**src/rtl/hazard_ctrl_pkg.sv**
```systemverilog
// Shared encodings for the hazard controller: forwarding selects, stall causes
// and the multi-cycle scoreboard state type.
package hazard_ctrl_pkg;

    localparam logic [1:0] FWD_RF  = 2'b00;
    localparam logic [1:0] FWD_WB  = 2'b01;
    localparam logic [1:0] FWD_MEM = 2'b10;

    typedef enum logic [1:0] {
        CAUSE_NONE   = 2'b00,
        CAUSE_LOAD   = 2'b01,
        CAUSE_RAW    = 2'b10,
        CAUSE_STRUCT = 2'b11
    } stall_cause_e;

    typedef enum logic [1:0] {
        ST_IDLE = 2'b00,
        ST_BUSY = 2'b01,
        ST_DONE = 2'b10
    } sb_state_e;

    // MEM holds the younger result, so it wins over WB.
    function automatic logic [1:0] fwd_sel(input logic mem_hit, input logic wb_hit);
        if (mem_hit)
            return FWD_MEM;
        else if (wb_hit)
            return FWD_WB;
        else
            return FWD_RF;
    endfunction

endpackage

```
**src/rtl/hazard_ctrl_mul_scoreboard.sv**
```systemverilog
// Tracks one outstanding multi-cycle operation: busy window, done pulse and
// the destination register it will write.
//   state   | meaning
//   ST_IDLE | no operation outstanding
//   ST_BUSY | operation in flight, cnt_q counts down to zero
//   ST_DONE | result written back this cycle, new issue may be accepted
module mul_scoreboard
    import hazard_ctrl_pkg::*;
#(
    parameter int REG_ADDR_W = 5,
    parameter int MUL_LAT    = 4
) (
    input  logic                  clk,
    input  logic                  rst,
    input  logic                  issue_i,
    input  logic [REG_ADDR_W-1:0] issue_dst_i,
    output logic                  busy_o,
    output logic                  done_o,
    output logic [REG_ADDR_W-1:0] pending_dst_o
);

    localparam int CNT_BITS = (MUL_LAT > 2) ? $clog2(MUL_LAT) : 1;
    localparam logic [CNT_BITS-1:0] CNT_INIT = CNT_BITS'(MUL_LAT - 1);

    sb_state_e             state_q;
    logic [CNT_BITS-1:0]   cnt_q;
    logic [REG_ADDR_W-1:0] dst_q;
    logic                  busy_q;
    logic                  done_q;

    always_ff @(posedge clk) begin
        if (rst) begin
            state_q <= ST_IDLE;
            cnt_q   <= '0;
            dst_q   <= '0;
            busy_q  <= 1'b0;
            done_q  <= 1'b0;
        end else begin
            done_q <= 1'b0;
            case (state_q)
                ST_IDLE, ST_DONE: begin
                    if (issue_i) begin
                        state_q <= ST_BUSY;
                        cnt_q   <= CNT_INIT;
                        dst_q   <= issue_dst_i;
                        busy_q  <= 1'b1;
                    end else begin
                        state_q <= ST_IDLE;
                        busy_q  <= 1'b0;
                    end
                end
                ST_BUSY: begin
                    if (cnt_q == '0) begin
                        state_q <= ST_DONE;
                        busy_q  <= 1'b0;
                        done_q  <= 1'b1;
                    end else begin
                        cnt_q <= cnt_q - 1'b1;
                    end
                end
                default: begin
                    state_q <= ST_IDLE;
                    busy_q  <= 1'b0;
                end
            endcase
        end
    end

    assign busy_o        = busy_q;
    assign done_o        = done_q;
    assign pending_dst_o = dst_q;

endmodule

```
**src/rtl/hazard_ctrl.sv**
```systemverilog
// Hazard controller: EX operand forwarding, load-use and multi-cycle interlocks,
// and a saturating stalled-cycle counter.
module hazard_ctrl
    import hazard_ctrl_pkg::*;
#(
    parameter int REG_ADDR_W = 5,
    parameter int NUM_SRC    = 2,
    parameter int MUL_LAT    = 4,
    parameter int CNT_W      = 32
) (
    input  logic                          clk,
    input  logic                          rst,
    input  logic [NUM_SRC*REG_ADDR_W-1:0] ID_src_addr,
    input  logic [NUM_SRC-1:0]            ID_src_valid,
    input  logic                          ID_mul_valid,
    input  logic [REG_ADDR_W-1:0]         ID_mul_dst,
    input  logic [NUM_SRC*REG_ADDR_W-1:0] EX_src_addr,
    input  logic                          EX_MemRead,
    input  logic                          EX_RegWrite,
    input  logic [REG_ADDR_W-1:0]         EX_WriteRegister,
    input  logic                          MEM_RegWrite,
    input  logic                          WB_RegWrite,
    input  logic [REG_ADDR_W-1:0]         MEM_WriteRegister,
    input  logic [REG_ADDR_W-1:0]         WB_WriteRegister,
    output logic [2*NUM_SRC-1:0]          Forward,
    output logic                          stall,
    output logic                          flush_ex,
    output logic [1:0]                    stall_cause,
    output logic                          mul_busy,
    output logic                          mul_done,
    output logic [CNT_W-1:0]              stall_count
);

    logic                  load_use;
    logic                  raw_pend;
    logic                  struct_hz;
    logic                  mul_issue;
    logic [REG_ADDR_W-1:0] pending_dst;
    logic [CNT_W-1:0]      stall_count_q;

    always_comb begin
        Forward  = '0;
        load_use = 1'b0;
        raw_pend = 1'b0;
        for (int i = 0; i < NUM_SRC; i++) begin
            Forward[2*i +: 2] = fwd_sel(
                MEM_RegWrite && (MEM_WriteRegister != '0) &&
                    (MEM_WriteRegister == EX_src_addr[i*REG_ADDR_W +: REG_ADDR_W]),
                WB_RegWrite && (WB_WriteRegister != '0) &&
                    (WB_WriteRegister == EX_src_addr[i*REG_ADDR_W +: REG_ADDR_W]));
            // r0 reads never interlock, which also makes a dst of 0 harmless.
            if (ID_src_valid[i] && (ID_src_addr[i*REG_ADDR_W +: REG_ADDR_W] != '0)) begin
                if (EX_MemRead && EX_RegWrite &&
                    (EX_WriteRegister == ID_src_addr[i*REG_ADDR_W +: REG_ADDR_W]))
                    load_use = 1'b1;
                if (mul_busy && (pending_dst == ID_src_addr[i*REG_ADDR_W +: REG_ADDR_W]))
                    raw_pend = 1'b1;
            end
        end
    end

    assign struct_hz = mul_busy && ID_mul_valid;
    assign stall     = load_use || raw_pend || struct_hz;
    assign flush_ex  = stall;
    assign mul_issue = ID_mul_valid && !stall;

    always_comb begin
        if (load_use)
            stall_cause = CAUSE_LOAD;
        else if (raw_pend)
            stall_cause = CAUSE_RAW;
        else if (struct_hz)
            stall_cause = CAUSE_STRUCT;
        else
            stall_cause = CAUSE_NONE;
    end

    mul_scoreboard #(
        .REG_ADDR_W (REG_ADDR_W),
        .MUL_LAT    (MUL_LAT)
    ) u_mul_sb (
        .clk           (clk),
        .rst           (rst),
        .issue_i       (mul_issue),
        .issue_dst_i   (ID_mul_dst),
        .busy_o        (mul_busy),
        .done_o        (mul_done),
        .pending_dst_o (pending_dst)
    );

    always_ff @(posedge clk) begin
        if (rst)
            stall_count_q <= '0;
        else if (stall && (stall_count_q != '1))
            stall_count_q <= stall_count_q + 1'b1;
    end

    assign stall_count = stall_count_q;

endmodule

```
**config.mk**
```make
export PLATFORM = sky130hd
export DESIGN_NAME = hazard_ctrl
export DESIGN_NICKNAME = d
export VERILOG_FILES = /design/src/rtl/hazard_ctrl_pkg.sv /design/src/rtl/hazard_ctrl_mul_scoreboard.sv /design/src/rtl/hazard_ctrl.sv
export SDC_FILE = /design/constraint.sdc
export NUM_CORES = 1
export LEC_CHECK = 0
export BUFFER_PORTS_ARGS = -buffer_cell sky130_fd_sc_hd__clkbuf_2
export CORE_MARGIN = 8
export CORE_UTILIZATION = 42
export CTS_CLUSTER_DIAMETER = 80
export DETAILED_ROUTE_END_ITERATION = 6
export GPL_TIMING_DRIVEN = 0
export HOLD_SLACK_MARGIN = 0.15
export PLACE_DENSITY = 0.7
export SYNTH_ARGS = -nofsm -noshare
export SYNTH_HDL_FRONTEND = slang
export SYNTH_SLANG_ARGS = --single-unit
export TNS_END_PERCENT = 100
```
**constraint.sdc**
```tcl
create_clock -name clk -period 2.6 [get_ports clk]
set_clock_uncertainty 0.05 [all_clocks]
set_input_delay 0.26 -clock clk [delete_from_list [all_inputs] [get_ports clk]]
set_output_delay 0.26 -clock clk [all_outputs]
set_load 0.01 [all_outputs]
```
==> impl_results.md <==
* Status: finished, final reports clean
* Cell Area, Placed at around 0.0033 mm2
* Die span in y at 96.3 um
* Synth cell types at 52
* Async set-reset flop share out of synthesis at 0
* Final wirelength at between 7000 and 8000 um
* CTS sink cnt at 42
* Synth Warn # at 0
* Clock Path Buffers at 2
* FF+latch count, synth at 42
* Initial antenna violation count at 0
* Wirelength per Cell at approximately 15 um
* Largest net degree at the start of global routing at 13
* RSZ-0062 raised after global routing: yes
* Gate Count Post-Synth at slightly above 300
* Final period util at 0.962
* Mean Syn Cell Area at 8.79 um2
* Final antenna-violating net count at 0
* Via count at 2663
* First-pass GRT wire length at 12100 um
* Vias in the first global route at between 2000 and 3000
* Maximum clock rate at 0.400 GHz
* # port buffers at between 80 and 90
* Peak supply drop at 0.259 mV
* Final Critical Period at between 2 and 3 ns
* PD cells at about 420 mW/mm2
* Worst Hold End: u_mul_sb.pending_dst_o[2]$_SDFFE_PP0P_
* Core Region at 0.00628 mm2
* Die Span X at between 90 and 100 um
* Residual DRC count at 0
* Final Instance Area at 0.00340 mm2
* Seq/Total Area, Yosys at 0.310
* Hold_sp: ID_mul_dst[2]
* Dpl hpwl at 5920 um
* I/O pin cnt at 91
* Clk Latency, worst-skew pair at around 0.3 ns
* Syn Nets at between 300 and 400
* Fillers at between 600 and 700
* Setup violators final at 0
* Max-cap violation count at 0
* Area grow syn2layout at 25.5%
* Total grt overflow at 0
* R2R cell count at 9
* Final Non-Filler Cells at 485
* Final hold viol count at 0
* Reg area at 843 um2
* Fin nets at 458
* Setup crit end kind: flip-flop
* EDFF count, synth at 0
* Max-slew headroom at 0.637
* Multi-input logic area at 0.00177 mm2
* Clock tree from TritonCTS: yes
* Die ar. at 0.00928 mm2
* Leak at approximately 1.3 nW
* Synth Cell Area at about 0.0027 mm2
* Diode count at 0
* GP Congestion at ~0.86
* FP Rows at 29
* CTS buffer count at 5
* Hold Crit Class: input pin to flip-flop
* Worst-path clk slew at 0.07 ns
* Max Fanout on Critical Path at 8
* Commonest non-fill, non-tap cell in the layout: clkbuf_2
* Critical path data arrival time at 2.63 ns
* Most frequent cells in the layout: clkbuf_2, dfxtp_1, xor2_1
* Critical Path Start Type: flip-flop
* Starting Density at 0.432
* CP Class: flip-flop to flip-flop
* FF-to-FF Start: stall_count[0]$_SDFFE_PP0P_
* # placed instances at around 470
* H-Tree Level Count at 2
* Core Util, Final at 0.542
* Worst-Margin Slew at approximately 0.55 ns
* DR vias/cell at about 5.5
* R2r endpoint: stall_count[23]$_SDFFE_PP0P_
* CTS root buffer: clkbuf_8
* Share of layout cells above drive strength 1 at 0.316
* Total GRT Usage at 0.163
* Critical Path RT at 2.73 ns
* Most used flip-flop cell after synthesis: dfxtp_1
* DRT iter0 DRCs at 124
* Final TNS setup at 0 ns
* Worst Hold Depth at 3
* Fin. max-slew vios at 0
* Initial DRT Pass Iterations at 4
* Post-CTS Setup Bufs at 0
* Reg2reg setup slack at just under 0.1 ns
==> report_power, final <==
part	internal [mW]	switching [mW]
Clock	0.288	0.224
Combinational	0.113	0.125
Sequential	0.657	0.0146
==> logic make-up after synthesis <==
logic type               Yosys count  share of synthesized area
AO/OA/AOI/OAI                     62                      0.151
XOR/XNOR                          43                      0.139
adder cells (fa/ha/maj)            2                    0.00924
buffers and inverters             18                     0.0411
flip-flops                        42                      0.310
multiplexers                      10                     0.0430
AND/OR/NAND/NOR                  131                      0.306
==> routing by layer <==
layer / global-route usage / vias up / wire length [um]
met5: 0 / - / 0
met4: 0.0416 / 0 / 62
met3: 0.0476 / 6 / 517
met2: 0.289 / 72 / 3710
met1: 0.188 / 1235 / 3120
li1: - / 1350 / -
==> timing repair <==
item | 4_1_cts | 5_1_grt
hold buffers | 3 | 0
endpoints found under the hold margin | 3 | 0
gates resized for setup | 1 | 4
pin swaps | 0 | 0
setup endpoints to repair | 3 | 24
==> cells in the mapped netlist (all sizes together) (8+ instances only) <==
| library cell | n | area share |
|---|---|---|
| nand3 | 15 | 0.034 |
| nand2 | 19 | 0.026 |
| nor2 | 18 | 0.025 |
| o21ai | 19 | 0.042 |
| dfxtp | 42 | 0.31 |
| xnor2 | 19 | 0.061 |
| buf | 8 | 0.027 |
| nand4 | 11 | 0.033 |
| o31ai | 8 | 0.022 |
| xor2 | 24 | 0.078 |
| or4 | 14 | 0.039 |
| a21oi | 22 | 0.041 |
| nor4 | 12 | 0.032 |
| or3 | 15 | 0.038 |
==> flip-flops by register name, summed over array words and instances (netlist names) <==
register and count:
u_mul_sb.pending_dst_o 5, u_mul_sb.state_q 1, stall_count 32, u_mul_sb.busy_o 1, u_mul_sb.done_o 1, u_mul_sb.cnt_q 2
==> how the worst max path moves through the flow <==
stage	from	to	slack, ns	depth (start not counted)
after CTS	stall_count[0]$_SDFFE_PP0P_	stall_count[1]$_SDFFE_PP0P_	0.02	11
after floorplan	stall_count[0]$_SDFFE_PP0P_	stall_count[23]$_SDFFE_PP0P_	0.25	9
final	stall_count[0]$_SDFFE_PP0P_	stall_count[23]$_SDFFE_PP0P_	0.1	9
after global placement	stall_count[0]$_SDFFE_PP0P_	stall_count[1]$_SDFFE_PP0P_	-0.01	11
after global routing	stall_count[0]$_SDFFE_PP0P_	stall_count[1]$_SDFFE_PP0P_	-0.01	11
after detailed placement	stall_count[0]$_SDFFE_PP0P_	stall_count[1]$_SDFFE_PP0P_	-0.02	11
==> area by class of cell <==
type,instances,share of cell area
sequential,42,0.248
buffer,14,0.0291
clock buffer,7,0.0224
inverter,4,0.00442
timing repair buffer,92,0.140
clock inverter,1,0.00883
multi-input combinational,248,0.519
tap,77,0.0283
==> critical path, cell delays in order (launching register included) <==
cell	delay [ns]
dfxtp_2	0.35
ha_1	0.22
and2_1	0.16
buf_4	0.17
and4_1	0.22
nand4_1	0.16
or2_4	0.18
o21ai_4	0.08
or4_1	0.49
mux2_1	0.32
==> metrics by stage <==
step | setup slack (ns) | total power, mW | hold slack [ns]
2_1_floorplan | 0.255 | 0.827 | 0.354
3_3_place_gp | -0.00952 | 0.918 | 0.384
3_5_place_dp | -0.0187 | 0.924 | 0.399
4_1_cts | 0.0155 | 1.43 | 0.150
5_1_grt | -0.0132 | 1.49 | 0.171
6_report | 0.0979 | 1.42 | 0.150
No activity file was read; power rests on OpenSTA's default activity.
